### src/rtl/rv_pipe_pkg.sv
// Shared RV32 pipeline constants and the Stage 2 controller state type.
package rv_pipe_pkg;

    localparam int unsigned INST_W    = 32;
    localparam int unsigned REG_IDX_W = 5;

    localparam logic [6:0] OP_BRANCH = 7'b1100011;
    localparam logic [6:0] OP_JAL    = 7'b1101111;
    localparam logic [6:0] OP_JALR   = 7'b1100111;
    localparam logic [6:0] OP_LOAD   = 7'b0000011;
    localparam logic [6:0] OP_OP     = 7'b0110011;
    localparam logic [6:0] OP_LUI    = 7'b0110111;
    localparam logic [6:0] OP_AUIPC  = 7'b0010111;
    localparam logic [6:0] OP_STORE  = 7'b0100011;

    localparam logic [2:0] F3_BEQ  = 3'b000;
    localparam logic [2:0] F3_BNE  = 3'b001;
    localparam logic [2:0] F3_BLT  = 3'b100;
    localparam logic [2:0] F3_BGE  = 3'b101;
    localparam logic [2:0] F3_BLTU = 3'b110;
    localparam logic [2:0] F3_BGEU = 3'b111;

    localparam logic [6:0]        FUNCT7_MULDIV = 7'b0000001;
    localparam logic [INST_W-1:0] NOP_INST      = 32'h0000_0013;

    typedef enum logic [1:0] {
        ST_RUN      = 2'd0,
        ST_FLUSH    = 2'd1,
        ST_LD_STALL = 2'd2,
        ST_MDU_WAIT = 2'd3
    } ctrl_state_t;

endpackage

### src/rtl/stage2_pipe_ctrl_hazard_detect.sv
// Stage 1/Stage 2 decode: redirect, load-use and M-extension detection.
module hazard_detect
    import rv_pipe_pkg::*;
(
    input  logic [31:0] stage1_inst,
    input  logic [31:0] stage2_inst,
    input  logic        stage2_valid,
    input  logic        br_lt,
    input  logic        br_eq,
    output logic        load_use,
    output logic        is_mdu,
    output logic        taken
);

    logic [6:0]           s2_op;
    logic [2:0]           s2_f3;
    logic [6:0]           s2_f7;
    logic [REG_IDX_W-1:0] s2_rd;
    logic [6:0]           s1_op;
    logic [REG_IDX_W-1:0] s1_rs1;
    logic [REG_IDX_W-1:0] s1_rs2;
    logic                 s1_rs1_used;
    logic                 s1_rs2_used;
    logic                 br_cond;
    logic                 unused_bits;

    assign s2_op  = stage2_inst[6:0];
    assign s2_rd  = stage2_inst[11:7];
    assign s2_f3  = stage2_inst[14:12];
    assign s2_f7  = stage2_inst[31:25];
    assign s1_op  = stage1_inst[6:0];
    assign s1_rs1 = stage1_inst[19:15];
    assign s1_rs2 = stage1_inst[24:20];

    // Fields not needed for hazard decisions
    assign unused_bits = ^{stage2_inst[24:15], stage1_inst[31:25], stage1_inst[14:7]};

    // Branch outcome from comparator flags; reserved funct3 never taken
    always_comb begin
        br_cond = 1'b0;
        case (s2_f3)
            F3_BEQ:  br_cond = br_eq;
            F3_BNE:  br_cond = !br_eq;
            F3_BLT:  br_cond = br_lt;
            F3_BLTU: br_cond = br_lt;
            F3_BGE:  br_cond = !br_lt;
            F3_BGEU: br_cond = !br_lt;
            default: br_cond = 1'b0;
        endcase
    end

    // Which source registers the Stage 1 instruction actually reads
    always_comb begin
        s1_rs1_used = !((s1_op == OP_LUI) || (s1_op == OP_AUIPC) || (s1_op == OP_JAL));
        s1_rs2_used = (s1_op == OP_OP) || (s1_op == OP_STORE) || (s1_op == OP_BRANCH);
    end

    // Per-cycle decisions, all suppressed for a Stage 2 bubble
    always_comb begin
        taken    = 1'b0;
        load_use = 1'b0;
        is_mdu   = 1'b0;
        if (stage2_valid) begin
            taken    = (s2_op == OP_JAL) || (s2_op == OP_JALR) ||
                       ((s2_op == OP_BRANCH) && br_cond);
            load_use = (s2_op == OP_LOAD) && (s2_rd != '0) &&
                       ((s1_rs1_used && (s1_rs1 == s2_rd)) ||
                        (s1_rs2_used && (s1_rs2 == s2_rd)));
            is_mdu   = (s2_op == OP_OP) && (s2_f7 == FUNCT7_MULDIV);
        end
    end

endmodule

### src/rtl/stage2_pipe_ctrl.sv
// Stage 2 sequencing controller: redirects, load-use stalls, MDU handshake.
// Optional performance counters enabled by defining STAGE2_PIPE_CTRL_PERF_EN.
module stage2_pipe_ctrl
    import rv_pipe_pkg::*;
#(
    parameter int unsigned FLUSH_CYCLES      = 1,
    parameter int unsigned LOAD_STALL_CYCLES = 1,
    parameter int unsigned CNT_W             = 2
) (
    input  logic        clk,
    input  logic        rst_n,
    input  logic [31:0] stage1_inst,
    input  logic [31:0] stage2_inst,
    input  logic        stage2_valid,
    input  logic        br_lt,
    input  logic        br_eq,
    input  logic        mdu_done,
    output logic        pc_sel,
    output logic        pc_stall,
    output logic        stage1_flush,
    output logic        stage2_hold,
    output logic        stage2_bubble,
    output logic        mdu_start,
    output logic [1:0]  ctrl_state,
    output logic [31:0] perf_stall_cnt,
    output logic [31:0] perf_flush_cnt
);

    localparam logic [CNT_W-1:0] FLUSH_LOAD = CNT_W'(FLUSH_CYCLES - 1);
    localparam logic [CNT_W-1:0] STALL_LOAD = CNT_W'(LOAD_STALL_CYCLES - 1);
    localparam logic [CNT_W-1:0] CNT_ONE    = CNT_W'(1);

    ctrl_state_t      state_q, state_d;
    logic [CNT_W-1:0] cnt_q, cnt_d;
    logic             load_use;
    logic             is_mdu;
    logic             taken;

    hazard_detect u_hazard_detect (
        .stage1_inst  (stage1_inst),
        .stage2_inst  (stage2_inst),
        .stage2_valid (stage2_valid),
        .br_lt        (br_lt),
        .br_eq        (br_eq),
        .load_use     (load_use),
        .is_mdu       (is_mdu),
        .taken        (taken)
    );

    // State and down-counter registers
    always_ff @(posedge clk) begin
        if (!rst_n) begin
            state_q <= ST_RUN;
            cnt_q   <= '0;
        end else begin
            state_q <= state_d;
            cnt_q   <= cnt_d;
        end
    end

    // Next state; counter loaded on entry only and tested before decrement
    always_comb begin
        state_d = state_q;
        cnt_d   = cnt_q;
        case (state_q)
            ST_RUN: begin
                if (taken) begin
                    if (FLUSH_CYCLES > 1) begin
                        state_d = ST_FLUSH;
                        cnt_d   = FLUSH_LOAD;
                    end
                end else if (load_use) begin
                    if (LOAD_STALL_CYCLES > 1) begin
                        state_d = ST_LD_STALL;
                        cnt_d   = STALL_LOAD;
                    end
                end else if (is_mdu) begin
                    state_d = ST_MDU_WAIT;
                end
            end
            ST_FLUSH, ST_LD_STALL: begin
                if (cnt_q <= CNT_ONE) begin
                    state_d = ST_RUN;
                    cnt_d   = '0;
                end else begin
                    cnt_d = cnt_q - CNT_ONE;
                end
            end
            ST_MDU_WAIT: begin
                if (mdu_done) begin
                    state_d = ST_RUN;
                end
            end
            default: begin
                state_d = ST_RUN;
                cnt_d   = '0;
            end
        endcase
    end

    // Mealy control outputs, forced quiet while reset is asserted
    always_comb begin
        pc_sel        = 1'b0;
        pc_stall      = 1'b0;
        stage1_flush  = 1'b0;
        stage2_hold   = 1'b0;
        stage2_bubble = 1'b0;
        mdu_start     = 1'b0;
        ctrl_state    = 2'(ST_RUN);
        if (rst_n) begin
            ctrl_state = 2'(state_q);
            case (state_q)
                ST_RUN: begin
                    if (taken) begin
                        pc_sel       = 1'b1;
                        stage1_flush = 1'b1;
                    end else if (load_use) begin
                        pc_stall      = 1'b1;
                        stage2_bubble = 1'b1;
                    end else if (is_mdu) begin
                        mdu_start   = 1'b1;
                        pc_stall    = 1'b1;
                        stage2_hold = 1'b1;
                    end
                end
                ST_FLUSH: begin
                    stage1_flush = 1'b1;
                end
                ST_LD_STALL: begin
                    pc_stall      = 1'b1;
                    stage2_bubble = 1'b1;
                end
                ST_MDU_WAIT: begin
                    pc_stall    = !mdu_done;
                    stage2_hold = !mdu_done;
                end
                default: begin
                    ctrl_state = 2'(ST_RUN);
                end
            endcase
        end
    end

`ifdef STAGE2_PIPE_CTRL_PERF_EN
    logic [31:0] perf_stall_q, perf_stall_d;
    logic [31:0] perf_flush_q, perf_flush_d;
    logic        redirect_entry;

    assign redirect_entry = rst_n && (state_q == ST_RUN) && taken;

    // Free-running stall and redirect counters
    always_comb begin
        perf_stall_d = perf_stall_q + 32'(pc_stall);
        perf_flush_d = perf_flush_q + 32'(redirect_entry);
    end

    // Counter registers
    always_ff @(posedge clk) begin
        if (!rst_n) begin
            perf_stall_q <= '0;
            perf_flush_q <= '0;
        end else begin
            perf_stall_q <= perf_stall_d;
            perf_flush_q <= perf_flush_d;
        end
    end

    assign perf_stall_cnt = perf_stall_q;
    assign perf_flush_cnt = perf_flush_q;
`else
    assign perf_stall_cnt = '0;
    assign perf_flush_cnt = '0;
`endif

endmodule

### config.mk
export PLATFORM = sky130hd
export DESIGN_NAME = stage2_pipe_ctrl
export DESIGN_NICKNAME = d
export VERILOG_FILES = /design/src/rtl/rv_pipe_pkg.sv /design/src/rtl/stage2_pipe_ctrl_hazard_detect.sv /design/src/rtl/stage2_pipe_ctrl.sv
export SDC_FILE = /design/constraint.sdc
export NUM_CORES = 1
export LEC_CHECK = 0
export CAP_MARGIN = 10
export CORE_MARGIN = 2
export CORE_UTILIZATION = 24
export CTS_CLUSTER_SIZE = 30
export DETAILED_ROUTE_END_ITERATION = 10
export PLACE_DENSITY = 0.95
export REMOVE_ABC_BUFFERS = 1
export SKIP_LAST_GASP = 1
export SYNTH_ARGS = -nofsm -noshare
export SYNTH_HDL_FRONTEND = slang
export SYNTH_SLANG_ARGS = --single-unit
### constraint.sdc
create_clock -name clk -period 2.6 [get_ports clk]
set_clock_uncertainty 0.05 [all_clocks]
set_input_delay 0.39 -clock clk [delete_from_list [all_inputs] [get_ports clk]]
set_output_delay 0.39 -clock clk [all_outputs]
set_load 0.01 [all_outputs]
==> impl.org, run 1 <==
** Outcome
- Status :: complete, no violations

** Pwr
- Worst vdd ir :: 0.05115 mV
- After layout, the design draws a total of 168.0 uW.
- P_sw :: 75.84 uW
- Net switching is 45.16% of the power.
- In this run the static leakage power is 0.6585 nW.
- Design internal power :: 92.11 uW
- In this run the power density over the cells is 135.6 nW/um^2.
- The share of total power dissipated in the clock network is 0%.
- Reg power frac :: 9.3%
- Share of total power in combinational logic :: 90.7%

** Route
- Post-detailed-routing wire length :: 2088 um
- Post-DR vias/cell :: 3.480
- Detailed-route DRC error count :: 0
- Across all layers, the routed design uses 769 vias.
- Before antenna repair, the detailed router went through 4 iterations.
- Number of design-rule violations left by the first detailed-router iteration :: 5
- In the final routed layout, each cell accounts on average for 9.448 um.
- The count of nets left with antenna violations once routing finished came out at 0.

** Synthesis
- Number of flops mapped to enable cells by yosys :: 0
- Cells after Synth :: 122
- Yosys mapped the design onto 27 distinct sky130hd cell types.
- Flip-flop cell with the highest count after synthesis :: sky130_fd_sc_hd__dfxtp_1
- After synthesis, the share of flip-flops with an asynchronous set or reset is 0%.
- Counting flops and latches in the post-synthesis netlist gives 1.
- Post-synth top area cell :: sky130_fd_sc_hd__buf_4
- The synthesized netlist occupies a cell area of 870.8 sq um.
- The commonest cells after synthesis are 66 x sky130_fd_sc_hd__buf_4, 9 x sky130_fd_sc_hd__xor2_1, 6 x sky130_fd_sc_hd__nor2_1.
- Synth area leaders :: sky130_fd_sc_hd__buf_4 57%, sky130_fd_sc_hd__xor2_1 9.1%, sky130_fd_sc_hd__xnor2_1 3.0%, sky130_fd_sc_hd__nor4_1 2.9%, sky130_fd_sc_hd__nor2_1 2.6%
- Yosys instantiated no cell more often than sky130_fd_sc_hd__buf_4.
- The Yosys step of the flow raised 0 warnings.
- Mean instance size in the synthesized netlist :: 7.138 sq um
- Of the synthesized area, sequential elements account for 2.299%.
- Summed over its instances, the top area cell type makes up 56.90% of the synthesized netlist area.

** Finish
- Number of nets in the finished design :: 247
- From synthesis to final layout, the design area changed by 42.24%.
- Utilization of the core after routing :: 36.26%
- Number of standard cells in the final layout excluding fillers :: 221
- Sequential standard cell area :: 20.02 sq um
- Diodes inserted :: 0
- In the final layout, the share of cells above drive strength 1 is 6.857%.
- Non-Filler Cell Area, Final :: 1239 sq um
- In the final layout, the multi-input gates occupy 594.3 sq um.
- After filler insertion, the fill cell instance count of the layout stands at 366.
- Counting flops per register, the top entry is state_q.
- Number of flip-flops under the largest register name :: 1
- The largest registers in the layout are state_q: 1 flops.

** Timing
- Minimum clock period :: 2.497 ns
- For this run, the top clock speed supported by timing is 0.4005 GHz.
- The final hold violation count was 0.
- Setup violations remaining at the end of the flow were counted as 0.
- Final slew viol count :: 0
- After layout, the worst setup slack is 0.1031 ns.
- Setup repair after global routing could not meet its margin everywhere.
- Share of the clock period used by the worst path after layout :: 96.03%

** Die
- Initial Utilization :: 25.49%
- In this run the standard cell core region covers 3416 sq um.
- Boundary Pins :: 142
- Die area :: 4126 sq um
- In this run the horizontal extent of the chip is 64.24 um.
- Row generation in the floorplan step produced 21 rows.
- Measured along the y axis, the die boundary spans 64.24 um.

** Clock network
- Clock-pin slew on the worst setup and hold paths :: 0 ns
- For this design, the CTS-stage hold fixing added 0 buffers.
- Buffers added to address setup during post-CTS repair amount to 0.
- Skew-Pair Late Insertion Delay :: 0 ns

** Global routing
- Wire length of the first global-routing pass :: 2842 um
- The total overflow left after global routing is 0.
- Entering global routing, the biggest net connects 6 pins.
- Global routing used 8.410% of the available tracks across all layers.
- The number of global-route vias before repair was 681.
- The number of antenna violations at the first check in global routing was 0.

** Worst setup path
- Number of cells traversed by the worst register-to-register path :: 3
- Worst reg-to-reg setup slack :: 1.71 ns
- STA puts the critical path data arrival time at 2.06 ns.
- The startpoint identified for the worst register-to-register timing path is state_q[0]$_SDFFE_PN0P_.
- Destination of the worst register-to-register timing path :: state_q[0]$_SDFFE_PN0P_
- STA classifies the critical path startpoint as an input pin.
- CP Capture Type :: output port
- Max Fanout on Critical Path :: 3
- Data required time at the worst endpoint :: 2.16 ns
- The critical path in this run is classified as input pin to output port.

** Placement
- Timing analysis after detailed placement gives a worst setup slack of -0.4733 ns.
- The congestion estimate from routability-driven global placement came to 0.7324.
- Post-detailed-placement cell area :: 1220 sq um
- Once detailed placement completed, the half-perimeter wirelength came to 1979 um.
- Number of buffers added on ports :: 52
- Placed Cells incl. Taps :: 221

** Min path
- The worst hold path begins at state_q[0]$_SDFFE_PN0P_.
- Worst Hold End :: state_q[0]$_SDFFE_PN0P_
- Counting instances, the worst hold path has a depth of 3.
- The tightest min-delay check is of the flop to flop type.

** Flow run
- Across the run, the number of max-cap violations was 0.
cells in the final DEF, fill, tap and decap left out, types with 3 or more instances in the layout:
master	instances
sky130_fd_sc_hd__xor2_1	9
sky130_fd_sc_hd__nand2_1	5
sky130_fd_sc_hd__clkdlybuf4s50_1	41
sky130_fd_sc_hd__nor2_1	6
sky130_fd_sc_hd__buf_4	4
sky130_fd_sc_hd__and2_1	3
sky130_fd_sc_hd__dlymetal6s2s_1	7
sky130_fd_sc_hd__inv_1	4
sky130_fd_sc_hd__xnor2_1	3
sky130_fd_sc_hd__conb_1	64
power groups by stage:
stage | registers, mW | logic, mW | clock network [mW]
final | 0.0157 | 0.152 | 0
after global routing | 0.0157 | 0.167 | 0
after CTS | 0.0157 | 0.152 | 0
after detailed placement | 0.0157 | 0.150 | 0
after global placement | 0.0157 | 0.148 | 0
after floorplan | 0.0157 | 0.0650 | 0
final cells by class:
| cell class | instances | share of cell area [%] |
|---|---|---|
| Tap cell | 46 | 4.646 |
| Multi-Input combinational cell | 114 | 47.98 |
| Sequential cell | 1 | 1.616 |
| Inverter | 4 | 1.212 |
| Timing Repair Buffer | 56 | 44.55 |
kinds of logic after synthesis:
family                    after synthesis  share of synthesized area [%]
buffers and inverters                  70                          58.62
and+or+nand+nor                        30                          19.68
AOI/OAI and AO/OA                       7                          5.746
muxes                                   1                          1.149
DFF                                     1                          2.299
xor gates and xnor gates               12                          12.07
other                                   1                         0.4306
stage by stage:
| step | setup TNS, ns | hold slack (ns) |
|---|---|---|
| finish | 0 | 0.6728 |
| global route | -0.0003602 | 0.6959 |
| CTS | -0.07418 | 0.6664 |
| detailed placement | -1.612 | 0.6669 |
| global placement | -1.663 | 0.6498 |
| floorplan | 0 | 0.4617 |
worst max path at each step:
stage                   start           to  slack (ns)  cells past startpoint
3_5_place_dp   stage2_inst[1]     pc_stall       -0.47                      7
3_3_place_gp   stage2_inst[1]     pc_stall       -0.51                      7
2_1_floorplan  stage2_inst[3]  stage2_hold        0.54                      4
6_report       stage2_inst[3]  stage2_hold        0.10                      6
4_1_cts        stage2_inst[1]     pc_stall       -0.07                      7
5_1_grt        stage1_inst[3]     pc_stall     -0.0004                      7
worst max-delay path: stages:
cell and delay [ns]:
sky130_fd_sc_hd__clkdlybuf4s50_1 0.42, sky130_fd_sc_hd__or4_4 0.43, sky130_fd_sc_hd__or3_4 0.41, sky130_fd_sc_hd__mux2i_1 0.15, sky130_fd_sc_hd__and2_1 0.14, sky130_fd_sc_hd__buf_2 0.12
timing repair:
action,CTS,global route
setup endpoints to repair,4,6
pin swaps,2,2
hold endpoints to repair,0,0
resized for setup,11,11
metal layers:
layer	global-route usage [%]	vias up	share of wire, %
met5	0	-	0
met1	8.833	336	32
met4	0	0	0
met3	1.408	0	12
met2	17.97	56	57
li1	-	377	-
No activity file was read; power rests on OpenSTA's default activity.
==> run 2, diff against run 1 <==
--- a/config.mk
+++ b/config.mk
@@ -5,9 +5,10 @@
 export SDC_FILE = /design/constraint.sdc
 export NUM_CORES = 1
 export LEC_CHECK = 0
+export ABC_AREA = 1
 export CAP_MARGIN = 10
 export CORE_MARGIN = 2
-export CORE_UTILIZATION = 24
+export CORE_UTILIZATION = 26
 export CTS_CLUSTER_SIZE = 30
 export DETAILED_ROUTE_END_ITERATION = 10
 export PLACE_DENSITY = 0.95
==> run 2 against run 1 <==
Against the previous run:
- maximum frequency shrank 3.0%
- cell area increased by 5.1%
- worst setup slack worse by 0.078 ns
- core utilization is 0.45 points lower
- synthesized cell count rose by 38%
- largest cell class unchanged
- combinational power increased by 3%
- global-route usage rose by 0.34 points
- sequential share of layout area is 0.078 points lower
- flip-flop and latch count unchanged
- register-to-register slack worse by 0.09 ns
==> impl.org, run 2 <==
** Synthesis
- By area the synthesized netlist is led by sky130_fd_sc_hd__buf_4 51%, sky130_fd_sc_hd__nand2_1 15%, sky130_fd_sc_hd__inv_1 7.0%, sky130_fd_sc_hd__nor2_1 6.2%, sky130_fd_sc_hd__nand3_1 4.1%.
- Ys async rst share :: 0% (unchanged)
- After synthesis, the most frequently instantiated cells are 66 x sky130_fd_sc_hd__buf_4, 40 x sky130_fd_sc_hd__nand2_1, 18 x sky130_fd_sc_hd__inv_1.
- Number of flops mapped to enable cells by yosys :: 0 (unchanged)
- The average cell area after synthesis was 5.772 sq um (-19%).
- Count of cell types in the netlist :: 16 (-41%)
- The number of warnings issued by yosys came to 0 (unchanged).
- Cell with the most instances after synthesis :: sky130_fd_sc_hd__buf_4
- Share of synthesized area occupied by flip-flops and latches :: 2.065% (-0.23 points)
- The flip-flop and latch count after synthesis is 1 (unchanged).
- In the synthesized netlist the dominant register cell turns out to be sky130_fd_sc_hd__dfxtp_1.
- Post-Syn Area :: 969.7 sq um (+11%)
- Post-synth top area cell :: sky130_fd_sc_hd__buf_4
- Cells after Synth :: 168 (+38%)
- Fraction of post-synthesis cell area in the top cell type by area :: 51.10% (-5.8 points)

** Global routing
- Wire length of the first global-routing pass :: 3084 um (+8.5%)
- Overall Global Routing Usage :: 8.749% (+0.34 points)
- The remaining global-route overflow was 0 (unchanged).
- Vias in the first global route :: 816 (+20%)
- Pin count of the biggest net entering global routing :: 8 (+2)
- The number of antenna violations at the first check in global routing came to 0 (unchanged).

** Worst setup path
- Worst setup path start :: stage2_inst[1]
- Startpoint kind of the worst setup timing path :: input pin
- CP max stage delay :: 0.53 ns (+0.10 ns)
- STA classifies the critical path endpoint as an output port.
- Cell mode on critical path :: sky130_fd_sc_hd__nand2_1
- The setup path with the least slack is of type input pin to output port.
- The depth of the worst register-to-register path is 3 (unchanged).
- Number of buffers and inverters on the critical path :: 3 (+1)
- The signal arrival time at the worst endpoint was 2.13 ns (+0.07 ns).
- Data required time at the worst endpoint :: 2.16 ns (about the same)
- Worst reg-to-reg setup slack :: 1.62 ns (-0.09 ns)
- Cell count along the critical path :: 10 (+4)
- The highest net fanout along the worst path came to 4 (+1).
- The most critical setup path has its endpoint at pc_stall.
- Destination of the worst register-to-register timing path :: state_q[0]$_SDFFE_PN0P_
- Max stage delay cell, worst path :: sky130_fd_sc_hd__clkdlybuf4s50_1
- Cell-by-cell trace of the critical path :: clkdlybuf4s50_1 > nand2_1 > nor3_4 > nand4_1 > nor2_1 > nand2_1 > nand2_1 > nand2_1 > inv_1 > clkdlybuf4s50_1
- On the critical path the largest part of the delay comes from buffers and inverters.
- Reg2reg start :: state_q[0]$_SDFFE_PN0P_

** Placement
- The worst slack after detailed placement came to -0.001582 ns (+0.4717 ns).
- Gpl congestion :: 0.7381 (+0.78%)
- Total half-perimeter wirelength after legalization and detailed placement :: 1943 um (-1.8%)
- The total of buffers placed on input and output ports is 52 (unchanged).
- Post-detailed-placement cell area :: 1291 sq um (+5.8%)

** Clock network
- Buffers inserted by post-CTS timing repair :: 0 (unchanged)
- The post-cts repair resize count was 0 (-11).
- Clock-pin slew on the worst setup and hold paths :: 0 ns (unchanged)
- Skew-Pair Late Insertion Delay :: 0 ns (unchanged)
- The hold buffer count at CTS is 0 (unchanged).

** Pwr
- The areal power density over the cells is 132.9 nW/um^2 (-2.0%).
- Post-layout total power :: 172.9 uW (+2.9%)
- The worst IR drop on VDD is 0.05702 mV (+11%).
- The leakage power summed over all cells was 0.7746 nW (+18%).

** Finish
- The fill cell instance count of the final layout was 404 (+10%).
- The finished layout cell area is 1301 sq um (+5.1%).
- Most flop-heavy register :: state_q
- The number of antenna cells inserted is 0 (unchanged).
- Most used cells in the layout excluding fill and tap cells :: 64 x sky130_fd_sc_hd__conb_1, 48 x sky130_fd_sc_hd__clkdlybuf4s50_1, 40 x sky130_fd_sc_hd__nand2_1
- The share of post-route cells with drive strength above 1 is 0.4608% (-6.4 points).
- Layout area overhead :: 34.19%
- Number of nets in the finished design :: 289 (+17%)
- Leaving out fill and tap cells, the most frequent cell in the layout is sky130_fd_sc_hd__conb_1.
- Number of flip-flops under the largest register name :: 1 (unchanged)
- The largest registers in the layout are state_q: 1 flops.

** Die
- Initial Utilization :: 26.69% (+1.2 points)
- Core area :: 3633 sq um (+6.4%)
- The number of top-level design ports was 142 (unchanged).
- The height of the chip was 65.07 um (+1.3%).
- Horizontal die dimension :: 65.07 um (+1.3%)
- The floorplan die area was 4234 sq um (+2.6%).
- Placement Rows :: 22 (+4.8%)

** Route
- Post-detailed-routing wire length :: 2027 um (-2.9%)
- Vias post-DR :: 957 (+24%)
- The detailed-route wire length per cell is 7.649 um (-19%).
- The DRC violation total after the first TritonRoute iteration was 6 (+1).
- The antenna violation net count after detailed routing was 0 (unchanged).
- The ratio of routed vias to standard cells came to 3.611 (+3.8%).
- The iteration count of the initial detailed-routing pass was 3 (-1).
- Detailed-route DRC error count :: 0 (unchanged)

** Timing
- Setup repair after global routing missed its margin :: yes
- Max Clock Freq :: 0.3884 GHz (-3.0%)
- Final slew viol count :: 0 (unchanged)
- Post-Route Hold Slack :: 0.5267 ns (-0.1461 ns)
- Post-route setup TNS :: 0 ns (unchanged)
- The final critical-path share of the clock period came to 99.03% (+3.0 points).
- Hold violation count in the final report :: 0 (unchanged)
- Minimum clock period :: 2.575 ns (+0.07786 ns)
- The final critical-path setup slack is 0.02525 ns (-0.07786 ns).
- The count of final setup violators came to 0 (unchanged).

** Min path
- The tightest min-delay check is of the flop to flop type.

** Outcome
- Status :: complete, no violations

** Flow run
- The number of maximum-capacitance constraint violations was 0 (unchanged).
==> run 2: cell types whose count changed after synthesis, sizes merged, moves of 3 or more <==
cell / before / now
nand2: 5 / 40
inv: 4 / 18
nor2: 6 / 16
xor2: 9 / 2
nand3: 2 / 8
nor3: 1 / 6
nor4: 4 / 0
and2: 3 / 0
==> run 2: cell families after synthesis <==
family          after synthesis  share of synthesized area, %
compound gates                3                         2.194
simple gates                 74                         32.77
other cells                   1                        0.3867
flops                         1                         2.065
buf+inv                      84                         58.06
xor+xnor                      5                         4.517
==> run 2: routing by layer <==
metal  share of wire (%)  global-route usage, %
met1                  34                  8.559
met4                   0                      0
met2                  53                  19.46
met3                  12                  1.563
met5                   0                      0
==> run 2: where the power goes <==
part           switching (mW)  internal (mW)
Clock                       0              0
Sequential        0.000000925         0.0157
Combinational          0.0823         0.0749
==> run 2: how the worst min path moves through the flow <==
| stage | startpoint | end | cells past startpoint | slack, ns |
|---|---|---|---|---|
| finish | state_q[0]$_SDFFE_PN0P_ | state_q[0]$_SDFFE_PN0P_ | 1 | 0.53 |
| global route | state_q[0]$_SDFFE_PN0P_ | state_q[0]$_SDFFE_PN0P_ | 1 | 0.58 |
| CTS | state_q[0]$_SDFFE_PN0P_ | state_q[0]$_SDFFE_PN0P_ | 1 | 0.52 |
| detailed placement | state_q[0]$_SDFFE_PN0P_ | state_q[0]$_SDFFE_PN0P_ | 1 | 0.52 |
| global placement | state_q[0]$_SDFFE_PN0P_ | state_q[0]$_SDFFE_PN0P_ | 1 | 0.51 |
| floorplan | state_q[0]$_SDFFE_PN0P_ | state_q[0]$_SDFFE_PN0P_ | 1 | 0.48 |
==> run 2: per-stage QoR <==
stage | utilization [%] | instances
6_report | 35.81 | 265
3_5_place_dp | 35.54 | 265
5_1_grt | 35.81 | 265
4_1_cts | 35.54 | 265
3_3_place_gp | 35.54 | 265
2_1_floorplan | - | 165
==> run 2: layout make-up <==
cell class	instances	area (sq um)	share of cell area (%)
repair buffers	52	530.5	40.77
multi-input cells	146	623.1	47.88
inverters	18	67.56	5.192
well taps	48	60.06	4.615
flip-flops and latches	1	20.02	1.538
==> run 2: worst register-to-register path, delay by kind of cell (launching register included) <==
| kind | cells | cell delay, ns |
|---|---|---|
| flip-flops | 1 | 0.41 |
| AND/OR/NAND/NOR | 2 | 0.36 |
| AO/OA/AOI/OAI | 1 | 0.07 |
